$ cat src/rtl/ahb_pkg.sv
// Shared AHB-Lite encodings and sequencer error codes.
package ahb_pkg;

    typedef enum logic [1:0] {
        IDLE   = 2'b00,
        BUSY   = 2'b01,
        NONSEQ = 2'b10,
        SEQ    = 2'b11
    } htrans_t;

    localparam logic [2:0] HSIZE_WORD    = 3'b010;
    localparam logic [2:0] HBURST_SINGLE = 3'b000;

    typedef enum logic [1:0] {
        ERR_NONE    = 2'd0,
        ERR_BUS     = 2'd1,
        ERR_TIMEOUT = 2'd2
    } err_code_t;

endpackage

$ cat src/rtl/pll_ahb_cfg_sequencer.sv
// AHB-Lite manager: writes the PLL config registers, then polls status until lock or timeout.
module pll_ahb_cfg_sequencer
    import ahb_pkg::*;
#(
    parameter int unsigned           ADDR_WIDTH  = 32,
    parameter int unsigned           DATA_WIDTH  = 32,
    parameter int unsigned           NUM_WRITES  = 4,
    parameter logic [ADDR_WIDTH-1:0] CFG_BASE    = '0,
    parameter logic [ADDR_WIDTH-1:0] STATUS_ADDR = ADDR_WIDTH'(32'h0000_0040),
    parameter logic [DATA_WIDTH-1:0] LOCK_MASK   = DATA_WIDTH'(32'h0000_0001),
    parameter int unsigned           POLL_LIMIT  = 1024,
    parameter int unsigned           POLL_GAP    = 8
) (
    input  logic                             HCLK,
    input  logic                             HRESET,
    input  logic                             start,
    input  logic [NUM_WRITES*DATA_WIDTH-1:0] cfg_data,
    output logic                             busy,
    output logic                             done,
    output logic [1:0]                       err,
    output logic                             HSEL,
    output logic [1:0]                       HTRANS,
    output logic [ADDR_WIDTH-1:0]            HADDR,
    output logic                             HWRITE,
    output logic [2:0]                       HSIZE,
    output logic [2:0]                       HBURST,
    output logic                             HMASTLOCK,
    output logic [DATA_WIDTH-1:0]            HWDATA,
    output logic [DATA_WIDTH/8-1:0]          HWSTRB,
    input  logic                             HREADY,
    input  logic                             HRESP,
    input  logic [DATA_WIDTH-1:0]            HRDATA
);

    localparam int unsigned IDX_W  = (NUM_WRITES > 1) ? $clog2(NUM_WRITES) : 1;
    localparam int unsigned POLL_W = (POLL_LIMIT > 1) ? $clog2(POLL_LIMIT) : 1;
    localparam int unsigned GAP_W  = (POLL_GAP > 1)   ? $clog2(POLL_GAP)   : 1;
    localparam int unsigned STRB_W = DATA_WIDTH / 8;

    typedef enum logic [2:0] {
        ST_IDLE,
        ST_WR_ADDR,
        ST_WR_DATA,
        ST_RD_ADDR,
        ST_RD_DATA,
        ST_POLL_WAIT,
        ST_DONE,
        ST_ERROR
    } state_t;

    state_t                  state_q, state_d;
    logic [IDX_W-1:0]        idx_q, idx_d;
    logic [POLL_W-1:0]       poll_q, poll_d;
    logic [GAP_W-1:0]        gap_q, gap_d;
    logic                    done_q, done_d;
    err_code_t               err_q, err_d;
    logic                    busy_q, busy_d;
    htrans_t                 htrans_q, htrans_d;
    logic                    hsel_q, hsel_d;
    logic                    hwrite_q, hwrite_d;
    logic [ADDR_WIDTH-1:0]   haddr_q, haddr_d;
    logic [DATA_WIDTH-1:0]   hwdata_q, hwdata_d;
    logic [STRB_W-1:0]       hwstrb_q, hwstrb_d;
    logic                    locked_c;

    assign locked_c = ((HRDATA & LOCK_MASK) == LOCK_MASK);

    // Next-state sequencing plus next values of the registered bus/status outputs.
    always_comb begin
        state_d  = state_q;
        idx_d    = idx_q;
        poll_d   = poll_q;
        gap_d    = gap_q;
        done_d   = done_q;
        err_d    = err_q;
        htrans_d = IDLE;
        hsel_d   = 1'b0;
        hwrite_d = 1'b0;
        haddr_d  = '0;
        hwdata_d = '0;
        hwstrb_d = '0;
        busy_d   = 1'b1;

        unique case (state_q)
            ST_IDLE, ST_DONE, ST_ERROR: begin
                if (start) begin
                    done_d  = 1'b0;
                    err_d   = ERR_NONE;
                    idx_d   = '0;
                    poll_d  = '0;
                    gap_d   = '0;
                    state_d = ST_WR_ADDR;
                end
            end
            ST_WR_ADDR: begin
                if (HREADY) state_d = ST_WR_DATA;
            end
            ST_WR_DATA: begin
                if (HRESP) begin
                    err_d   = ERR_BUS;
                    state_d = ST_ERROR;
                end else if (HREADY) begin
                    if (idx_q == IDX_W'(NUM_WRITES - 1)) begin
                        state_d = ST_RD_ADDR;
                    end else begin
                        idx_d   = idx_q + IDX_W'(1);
                        state_d = ST_WR_ADDR;
                    end
                end
            end
            ST_RD_ADDR: begin
                if (HREADY) state_d = ST_RD_DATA;
            end
            ST_RD_DATA: begin
                if (HRESP) begin
                    err_d   = ERR_BUS;
                    state_d = ST_ERROR;
                end else if (HREADY) begin
                    if (locked_c) begin
                        done_d  = 1'b1;
                        state_d = ST_DONE;
                    end else if (poll_q == POLL_W'(POLL_LIMIT - 1)) begin
                        err_d   = ERR_TIMEOUT;
                        state_d = ST_ERROR;
                    end else begin
                        poll_d  = poll_q + POLL_W'(1);
                        gap_d   = '0;
                        state_d = (POLL_GAP == 0) ? ST_RD_ADDR : ST_POLL_WAIT;
                    end
                end
            end
            ST_POLL_WAIT: begin
                if (gap_q == GAP_W'(POLL_GAP - 1)) begin
                    state_d = ST_RD_ADDR;
                end else begin
                    gap_d = gap_q + GAP_W'(1);
                end
            end
            default: state_d = ST_IDLE;
        endcase

        unique case (state_d)
            ST_WR_ADDR: begin
                htrans_d = NONSEQ;
                hsel_d   = 1'b1;
                hwrite_d = 1'b1;
                haddr_d  = CFG_BASE + (ADDR_WIDTH'(idx_d) << 2);
            end
            ST_WR_DATA: begin
                // Data is captured on entry to the data phase and held through wait states.
                hwdata_d = (state_q == ST_WR_DATA) ? hwdata_q
                                                   : cfg_data[32'(idx_d) * DATA_WIDTH +: DATA_WIDTH];
                hwstrb_d = '1;
            end
            ST_RD_ADDR: begin
                htrans_d = NONSEQ;
                hsel_d   = 1'b1;
                haddr_d  = STATUS_ADDR;
            end
            ST_IDLE, ST_DONE, ST_ERROR: busy_d = 1'b0;
            default: ;
        endcase
    end

    // State, counters and registered outputs; reset drops the bus to IDLE at once.
    always_ff @(posedge HCLK or posedge HRESET) begin
        if (HRESET) begin
            state_q  <= ST_IDLE;
            idx_q    <= '0;
            poll_q   <= '0;
            gap_q    <= '0;
            done_q   <= 1'b0;
            err_q    <= ERR_NONE;
            busy_q   <= 1'b0;
            htrans_q <= IDLE;
            hsel_q   <= 1'b0;
            hwrite_q <= 1'b0;
            haddr_q  <= '0;
            hwdata_q <= '0;
            hwstrb_q <= '0;
        end else begin
            state_q  <= state_d;
            idx_q    <= idx_d;
            poll_q   <= poll_d;
            gap_q    <= gap_d;
            done_q   <= done_d;
            err_q    <= err_d;
            busy_q   <= busy_d;
            htrans_q <= htrans_d;
            hsel_q   <= hsel_d;
            hwrite_q <= hwrite_d;
            haddr_q  <= haddr_d;
            hwdata_q <= hwdata_d;
            hwstrb_q <= hwstrb_d;
        end
    end

    assign busy      = busy_q;
    assign done      = done_q;
    assign err       = err_q;
    assign HSEL      = hsel_q;
    assign HTRANS    = htrans_q;
    assign HADDR     = haddr_q;
    assign HWRITE    = hwrite_q;
    assign HWDATA    = hwdata_q;
    assign HWSTRB    = hwstrb_q;
    assign HSIZE     = HSIZE_WORD;
    assign HBURST    = HBURST_SINGLE;
    assign HMASTLOCK = 1'b0;

endmodule

$ cat config.mk
export PLATFORM = sky130hd
export DESIGN_NAME = pll_ahb_cfg_sequencer
export DESIGN_NICKNAME = d
export VERILOG_FILES = /design/src/rtl/ahb_pkg.sv /design/src/rtl/pll_ahb_cfg_sequencer.sv
export SDC_FILE = /design/constraint.sdc
export NUM_CORES = 1
export LEC_CHECK = 0
export ABC_AREA = 0
export CAP_MARGIN = 5
export CELL_PAD_IN_SITES_DETAIL_PLACEMENT = 1
export CELL_PAD_IN_SITES_GLOBAL_PLACEMENT = 1
export CORE_MARGIN = 8
export CORE_UTILIZATION = 28
export DETAILED_ROUTE_END_ITERATION = 12
export GPL_TIMING_DRIVEN = 0
export PLACE_DENSITY = 0.95
export SYNTH_ARGS = -nofsm -noshare
export SYNTH_HDL_FRONTEND = slang
export SYNTH_SLANG_ARGS = --single-unit
export TNS_END_PERCENT = 10
$ cat constraint.sdc
create_clock -name HCLK -period 4.55 [get_ports HCLK]
set_input_delay 1.365 -clock HCLK [delete_from_list [all_inputs] [get_ports HCLK]]
set_output_delay 1.365 -clock HCLK [all_outputs]
set_load 0.01 [all_outputs]
==> impl_results.md <==
- Clock Skew: 0.0101 ns
- Yosys warnings: 0
- GRT Total Usage: 18.1%
- DR vias/cell: 4.90
- Initial DRT Pass Iterations: 4
- Endpoint class of the critical path: flip-flop
- Non-Filler Instances: 914
- # nets final: 893
- Unrepaired setup endpoints after global routing: false
- Via count of the routed design: 4475
- Later-pin clock latency in the skew report: 0.34 ns
- CTS Sinks: 60
- Layout cells sized above 1: between 10% and 20%
- Peak supply drop: 0.177 mV
- H-tree depth: 3
- Post-synthesis sequential area ratio: 37.0%
- # rows: 44
- Critical path class: input pin to flip-flop
- Final setup violation count: 0
- Number of cells after detailed placement: 898
- Slew headroom: 53.4%
- Worst EP required: about 4.8 ns
- Synth unique cells: between 60 and 70
- Post-synthesis register bit count: 60
- Setup TNS: 0 ns
- Initial Utilization: 28.2%
- First-pass GRT wire length: between 20000 and 30000 um
- Predominant post-synthesis flop cell: dfrtp_1
- Core Util, Final: 45.5%
- Fmax: 293 MHz
- Post-Synthesis Cells: 499
- Core ar.: 14400 sq um
- Fillers: ~1800
- Routability cong.: 0.839
- DP HPWL: 13200 um
- CTS Hold Bufs: 0
- # DRC: 0
- WL per Instance: around 18 um
- Die width: 136 um
- Number of max-cap violations: 0
- Ant diodes: 0
- Post-Route WL: between 15000 and 20000 um
- Min Tclk post-route: 3.41 ns
- Total grt overflow: 0
- DR iter-0 viols: 216
- Final-report hold violation count: 0
- Final ANT Viol Nets: 0
- Worst EP arrival: 3.64 ns
- Critical-path maximum fanout: 10
- Max-slew violation count: 0
- Final hold slack: approximately 0.5 ns
- Root Buffer: clkbuf_16
- Post-CTS Resized: 0
- Chip Height: 136 um
- Area of the mapped netlist: roughly 4100 sq um
- P_leak: 2.90 nW
- Post CTS Setup Buffer Count: 0
- I/O pin count: 248
- Reg clk slew, reported paths: about 0.06 ns
- Largest net degree at the start of global routing: 33
- DIE AREA: around 19000 sq um
- Avg Cell Area, Syn: 8.13 sq um
- Pre-CTS worst setup slack: a little over 0.7 ns
- Maximum root-to-sink buffer count: 2
- Period utilization: 74.9%
- Hold WC Path Type: flip-flop to flip-flop
- Startpoint types: input pin
- Number of flops mapped to enable cells by yosys: 0
- Antenna violations before repair: 0
- CTS tree: done
- PnR worst setup slack: 1.14 ns
- Status: finished clean
- Pwr dens: 402 nW/um^2
- Via count of the first global-routing pass: 4784
- Port Buf Inserts: about 180
- Area grow syn2layout: 61.1%
- Num CTS Buffers: 9
- Asr flop ratio synth: 100%
- Worst-margin pin slew: between 0.6 and 0.7 ns
-- synthesized netlist by cell type, types with 2 or more instances --
master	count	area share [%]
a21oi_1	11	1.4
a22o_1	3	0.65
a31oi_1	5	0.77
a32o_1	32	7.9
and3_1	3	0.46
and4_1	2	0.43
buf_2	16	2.0
buf_4	48	8.9
buf_6	3	0.83
clkbuf_1	7	0.65
conb_1	2	0.19
dfrtp_1	60	37
ha_1	3	0.93
inv_1	8	0.74
inv_2	2	0.19
mux2_2	2	0.56
nand2_1	142	13
nand2b_1	4	0.62
nand3_1	68	8.4
nand4_1	4	0.62
nor2_1	11	1.0
nor2b_1	3	0.46
nor3_1	2	0.25
nor3_2	2	0.49
nor3b_4	2	0.93
o211ai_1	2	0.37
o21ai_0	12	1.5
o21ai_1	2	0.25
o31ai_1	2	0.37
o41ai_1	3	0.65
or3_1	2	0.31
-- worst paths after layout --
| path | from | to | slack (ns) | depth (start not counted) |
|---|---|---|---|---|
| hold / removal | HWDATA[4] | HWDATA[4] | 0.49 | 1 |
| setup reg to reg | poll_q[0] | HWDATA[8] | 2.17 | 8 |
| min in group asynchronous | HRESET | HWDATA[22] | 1.47 | 2 |
| max in group asynchronous | HRESET | poll_q[0] | 2.45 | 3 |
| setup / recovery | start | HWDATA[19] | 1.14 | 8 |
| hold reg to reg | HWDATA[4] | HWDATA[4] | 0.49 | 1 |
-- kinds of logic after synthesis --
group	Yosys count	synth area share, %
AO/OA/AOI/OAI	91	18.1
adder cells (fa/ha/maj)	3	0.925
buffers and inverters	84	13.3
flip-flops	60	37.0
multiplexers	2	0.555
other	2	0.185
AND/OR/NAND/NOR	257	30.0
-- state kept, by name, indices dropped and copies added (netlist names) --
| name | cells |
|---|---|
| HADDR | 3 |
| HWDATA | 32 |
| HWRITE | 1 |
| poll_q | 10 |
| HSEL | 1 |
| HWSTRB | 1 |
| state_q | 3 |
| idx_q | 2 |
| done | 1 |
| err | 2 |
| busy | 1 |
| gap_q | 3 |
-- layout by cell type (no fill, tap or decap), types with 5 or more instances in the layout --
| cell | Yosys | final |
|---|---|---|
| clkdlybuf4s50_1 | 0 | 179 |
| nand2_1 | 142 | 142 |
| nand3_1 | 68 | 68 |
| dfrtp_1 | 60 | 60 |
| buf_4 | 48 | 48 |
| conb_1 | 2 | 37 |
| a32o_1 | 32 | 32 |
| buf_2 | 16 | 16 |
| o21ai_0 | 12 | 12 |
| nor2_1 | 11 | 11 |
| a21oi_1 | 11 | 11 |
| clkbuf_16 | 0 | 9 |
| clkbuf_1 | 7 | 8 |
| inv_1 | 8 | 7 |
| a31oi_1 | 5 | 5 |
-- stage by stage --
step	area [sq um]	power (mW)
global placement	6210	1.90
floorplan	4190	1.42
global route	6530	2.80
finish	6530	2.63
detailed placement	6230	1.94
CTS	6530	2.66
-- critical path, stage by stage --
cell             delay, ns
clkdlybuf4s50_1       0.47
clkbuf_1              0.34
a31o_1                0.32
a31oi_1               0.07
o21ai_1               0.33
buf_2                 0.35
nand3_1               0.13
a32o_1                0.26
-- per-layer routing --
layer / wire [um] / track usage [%] / vias to the layer above
met5: 0 / 0 / -
met4: 209 / 5.74 / 0
met3: 1480 / 7.35 / 13
met2: 8450 / 30.3 / 151
met1: 6650 / 20.7 / 2168
li1: - / - / 2143
-- cell type report --
type / instances / area [sq um] / share of cell area (%)
Multi-Input combinational cell: 390 / 2150 / 32.9
Timing Repair Buffer: 180 / 1810 / 27.7
Sequential cell: 60 / 1500 / 23.0
Buffer: 74 / 500 / 7.66
Clock buffer: 12 / 256 / 3.93
Tap cell: 184 / 230 / 3.52
Clock inverter: 4 / 47.5 / 0.728
Inverter: 10 / 37.5 / 0.574
-- power breakdown --
group          leakage [nW]  internal, mW  switching [mW]  total, mW
Sequential            0.814         0.642          0.0771      0.719
Clock                 0.149         0.452           0.257      0.709
Combinational          1.94         0.575           0.626       1.20
Total                  2.90          1.67           0.960       2.63
Power figures use the tool's default switching activity.
